$ cat src/rtl/int_ctrl.sv
// int_ctrl: parametrised PDP-8/E interrupt controller with IOT access.
// Ports: clk, reset, state, instruction, ac, clear, req -> irq, skip, bus.
module int_ctrl #(
    parameter int               NCHAN      = 4,
    parameter logic [5:0]       DEV        = 6'o07,
    parameter logic [NCHAN-1:0] EDGE_MASK  = {NCHAN{1'b1}},
    parameter logic [4:0]       EXEC_STATE = 5'd0
) (
    input  logic             clk,
    input  logic             reset,
    input  logic [4:0]       state,
    input  logic [0:11]      instruction,
    input  logic [0:11]      ac,
    input  logic             clear,
    input  logic [NCHAN-1:0] req,
    output logic             irq,
    output logic             skip,
    output logic [0:11]      bus
);

    localparam logic [2:0] OP_RDP = 3'd0;
    localparam logic [2:0] OP_SKP = 3'd1;
    localparam logic [2:0] OP_LDE = 3'd2;
    localparam logic [2:0] OP_RDE = 3'd3;
    localparam logic [2:0] OP_CLP = 3'd4;
    localparam logic [2:0] OP_VEC = 3'd5;
    localparam logic [2:0] OP_CLA = 3'd6;
    localparam logic [2:0] OP_SWI = 3'd7;

    logic [NCHAN-1:0] req_d;
    logic [NCHAN-1:0] pend;
    logic [NCHAN-1:0] ena;
    logic [NCHAN-1:0] swp;

    logic [NCHAN-1:0] pend_n;
    logic [NCHAN-1:0] swp_n;
    logic [NCHAN-1:0] ena_n;

    logic [NCHAN-1:0] eff;
    logic [NCHAN-1:0] act;
    logic [NCHAN-1:0] rise;
    logic [NCHAN-1:0] ac_ch;

    logic [11:0] ac_v;
    logic [11:0] bus_v;
    logic [2:0]  op;
    logic        hit;
    logic        vany;
    logic [3:0]  vidx;
    logic        unused_ac;

    // Little-endian view: channel i sits at numeric bit i.
    assign ac_v      = ac;
    assign ac_ch     = ac_v[NCHAN-1:0];
    assign unused_ac = ^ac_v;

    assign op  = instruction[9:11];
    assign hit = (state == EXEC_STATE)
              && (instruction[0:2] == 3'b110)
              && (instruction[3:8] == DEV);

    assign eff  = (EDGE_MASK & pend) | (~EDGE_MASK & req) | swp;
    assign act  = eff & ena;
    assign irq  = |act;
    assign rise = req & ~req_d;

    // Lowest-numbered active channel wins.
    always_comb begin
        vany = 1'b0;
        vidx = 4'd0;
        for (int i = NCHAN - 1; i >= 0; i--) begin
            if (act[i]) begin
                vany = 1'b1;
                vidx = 4'(i);
            end
        end
    end

    always_comb begin
        bus_v = '0;
        skip  = 1'b0;
        if (hit) begin
            unique case (op)
                OP_RDP: bus_v[NCHAN-1:0] = eff;
                OP_SKP: skip = |act;
                OP_RDE: bus_v[NCHAN-1:0] = ena;
                OP_VEC: begin
                    if (vany) begin
                        bus_v[11]  = 1'b1;
                        bus_v[3:0] = vidx;
                    end
                end
                default: ;
            endcase
        end
    end

    assign bus = bus_v;

    // Hardware edges are OR-ed in after any clear op so an
    // event coincident with CLP/CLA is never lost.
    always_comb begin
        pend_n = pend;
        swp_n  = swp;
        ena_n  = ena;
        if (hit) begin
            unique case (op)
                OP_LDE: ena_n = ac_ch;
                OP_CLP: begin
                    pend_n = pend & ~ac_ch;
                    swp_n  = swp & ~ac_ch;
                end
                OP_CLA: begin
                    pend_n = '0;
                    swp_n  = '0;
                end
                OP_SWI: swp_n = swp | ac_ch;
                default: ;
            endcase
        end
        pend_n = pend_n | (rise & EDGE_MASK);
    end

    always_ff @(posedge clk or posedge reset) begin
        if (reset) begin
            req_d <= '0;
            pend  <= '0;
            ena   <= '0;
            swp   <= '0;
        end else if (clear) begin
            req_d <= '0;
            pend  <= '0;
            ena   <= '0;
            swp   <= '0;
        end else begin
            req_d <= req;
            pend  <= pend_n;
            ena   <= ena_n;
            swp   <= swp_n;
        end
    end

endmodule

$ cat config.mk
export PLATFORM = sky130hd
export DESIGN_NAME = int_ctrl
export DESIGN_NICKNAME = d
export VERILOG_FILES = /design/src/rtl/int_ctrl.sv
export SDC_FILE = /design/constraint.sdc
export NUM_CORES = 1
export LEC_CHECK = 0
export BUFFER_PORTS_ARGS = -buffer_cell sky130_fd_sc_hd__clkbuf_2
export CAP_MARGIN = 25
export CORE_MARGIN = 2
export CORE_UTILIZATION = 30
export CTS_CLUSTER_SIZE = 30
export DETAILED_ROUTE_END_ITERATION = 16
export PLACE_DENSITY = 0.57
export SLEW_MARGIN = 20
export SYNTH_ARGS = -nofsm -noshare
export SYNTH_HDL_FRONTEND = slang
export SYNTH_SLANG_ARGS = --single-unit
$ cat constraint.sdc
create_clock -name clk -period 1.9 [get_ports clk]
set_input_delay 0.19 -clock clk [delete_from_list [all_inputs] [get_ports clk]]
set_output_delay 0.19 -clock clk [all_outputs]
set_load 0.05 [all_outputs]
==> metrics.md <==
| Metric | Value |
|---|---|
| Status | `finished, violations left` |
| Failing checks | `hold timing` |
| Sink Count | `16` |
| NumNets Final | `196` |
| Worst Setup SP | `state[1]` |
| Post-placement cell count | `203` |
| Final Hold Viols | `5` |
| Max Cap Viol | `0` |
| CP peak stage delay | `0.36 ns` |
| Crit-path max FO | `3` |
| Pin count of the biggest net entering global routing | `21` |
| Die Width | `65.6 um` |
| # diodes | `0` |
| Power Dens Cells | `531 nW/um^2` |
| Reg clk slew, reported paths | `0.06 ns` |
| Most numerous cell on the critical path | `clkbuf_2` |
| Initial antenna violation count | `0` |
| Launch point of the worst reg-to-reg path | `swp[3]` |
| I/O pin cnt | `50` |
| Synth async-reset ratio | `100%` |
| Min Tclk post-route | `1.80 ns` |
| Maximum root-to-sink buffer count | `2` |
| Compound-Gate Fraction of Synth Area | `15.8%` |
| Worst hold-check path type | `in2async` |
| R2R Setup Slk | `0.95 ns` |
| Critical-path cell list | `clkbuf_2 -> nor4_4 -> nand4_4 -> or2_1 -> and4bb_1 -> clkbuf_2` |
| Vias per cell | `4.91` |
| CP endpoint kind | `output pin` |
| Rows | `22` |
| Setup CP Type | `in2out` |
| Tcrit/Tclk final | `94.5%` |
| Setup violators final | `0` |
| Num CTS Buffers | `3` |
| Mux cell area share after synthesis | `3.52%` |
| Root buf cell | `clkbuf_8` |
| Drt first pass iters | `4` |
| Initial DRC Count | `52` |
| Yosys synthesis warning count | `0` |
| CTS tree | `yes` |
| Mapped Cells | `124` |
| Average routed wire per standard cell | `12.6 um` |
| Adder-Cell Fraction of Synth Area | `0%` |
| Final setup TNS | `0 ns` |
| Count leader, synth | `dfrtp_1` |
| Slew headroom | `57.8%` |
| Total power | `0.755 mW` |
| EDFF count, synth | `0` |
| IO buf count | `34` |
| Finished Layout Cells | `206` |
| Required time of the critical path | `1.71 ns` |
| Levels on crit path | `6` |
| Post-synth top area cell | `dfrtp_1` |
| Vias in the first global route | `990` |
| Distinct cells, synth | `35` |
| Max Clock Skew | `0.000210 ns` |
| Total Routed Length | `2600 um` |
| CP Capture Point | `skip` |
| Final Max Tran Viols | `0` |
| Crit path launch type | `input port` |
| Layout cell share with drive strength beyond 1 | `33.5%` |
| Syn Area/Cell | `9.18 um^2` |
| Post-route DRC | `0` |
| RSZ-0062 raised after global routing | `no` |
| Top FF cell, synth | `dfrtp_1` |
| Post-Synth XOR/XNOR Area | `0%` |
| CP max stage cell | `nor4_4` |
| Commonest cells in the netlist | `dfrtp_1, nand2b_1, inv_1, nor2_1, o21ai_0` |
| Simple-gate share of the synthesized area | `35.6%` |
| Cell area after synthesis | `1140 um^2` |
| Peak VDD IR | `0.246 mV` |
| Worst-skew pair later-pin latency | `0.24 ns` |
| WP buf/inv | `2` |
| Flops & latches, synth | `16` |
| Synth top area share | `35.2%` |
| Leakage | `0.607 nW` |
| Die extent in y | `65.6 um` |
| Actual slew at the worst max-slew pin | `0.632 ns` |
| DP Wirelength | `1980 um` |
| Worst path arrival time | `1.61 ns` |
| Initial core utilization | `31.1%` |
| Die Footprint | `4300 um^2` |
| DRT antenna net count | `0` |
| Core area | `3660 um^2` |
| Global Route Usage Sum | `13.2%` |
| Worst r2r dst | `swp[3]` |
| CP delay by family, top | `simple AND/OR/NAND/NOR gates` |
| Synthesis-to-layout area growth | `24.7%` |
| Sequential share of the synthesized area | `35.2%` |
| F_max | `557 MHz` |
| Gr ovfl total | `0` |
| Final GP Congestion | `0.780` |
| First-pass GRT wire length | `4420 um` |
| Worst Hold Margin | `-0.00395 ns` |
| Worst r2r path cells | `2` |
| Largest family of logic cells by synthesized area | `simple AND/OR/NAND/NOR gates` |
| CTS H-tree depth | `1` |
| DR vias | `1012` |
| Dominant cells by area after synthesis | `dfrtp_1, nand2b_1, buf_4, nor4b_4, mux2i_1` |
[layout make-up]
cell class / instances / area, um^2
clock buffer: 3 / 41.3
timing repair buffer: 39 / 216
fill: 384 / 2240
tap: 48 / 60.1
inverter: 8 / 30.0
sequential: 16 / 400
multi-input combinational: 92 / 672
[state kept, by name, indices dropped and copies added, names as in the netlist]
register  cells
swp           4
ena           4
req_d         4
pend          4
[cells by family (layout without fill, tap and decap cells)]
| group | Yosys count | in the layout |
|---|---|---|
| and+or+nand+nor | 54 | 54 |
| AOI/OAI and AO/OA | 27 | 27 |
| buffers and inverters | 22 | 50 |
| DFF | 16 | 16 |
| muxes | 4 | 4 |
| other | 1 | 7 |
[timing repair]
item	in CTS	in global routing
hold buffers	0	0
gates resized for setup	1	8
endpoints found under the setup margin	1	4
buffers inserted	0	0
hold endpoints to repair	0	0
[worst register-to-register path, stage by stage, from the launching register on]
cell       delay (ns)
dfrtp_1          0.39
inv_1            0.05
a2111oi_0        0.38
[report_power, final]
part           switching, mW  internal (mW)
Sequential           0.00861          0.353
Combinational         0.0920         0.0507
Clock                  0.110          0.140
[worst min path at each step]
stage / start / endpoint / slack [ns]
floorplan: reset / ena[0] / 0.10
global placement: reset / req_d[1] / 0.27
detailed placement: reset / req_d[1] / 0.29
CTS: reset / req_d[1] / 0.03
global route: reset / req_d[1] / 0.07
finish: reset / req_d[1] / -0.004
[cell usage in the layout (no fill, tap or decap), types with 2 or more instances in the layout]
master     Yosys  final
o21ai_1        0      4
nor2_1         8      8
inv_1          8      8
o21ai_0        8      4
a31oi_1        3      3
nand2b_1      13     13
conb_1         1      7
buf_4          7      5
clkbuf_8       0      3
a21oi_1        6      4
nor4b_4        2      2
dfrtp_1       16     16
o2bb2ai_1      4      4
nor2b_1        4      4
nand3_1        5      5
a2111oi_1      2      2
mux2i_1        4      4
a21oi_2        0      2
nand4b_1       2      2
nor3_1         4      4
clkbuf_2       0     32
nor4b_1        4      4
[metrics by stage]
stage               util [%]  setup slack [ns]  instance area (um^2)
detailed placement      37.4            0.0939                  1370
global placement        37.4             0.106                  1370
global route            38.8           0.00588                  1420
CTS                     38.6            0.0229                  1410
floorplan                  -            -0.429                  1180
finish                  38.8             0.104                  1420
[metal layers]
layer	track usage (%)	vias up	share of wire, %
met5	0	-	0
met4	4.95	0	0.66
met3	2.74	4	9.7
met2	22.1	57	43
met1	16.7	453	47
li1	-	498	-
(Power assumes the default switching activity.)
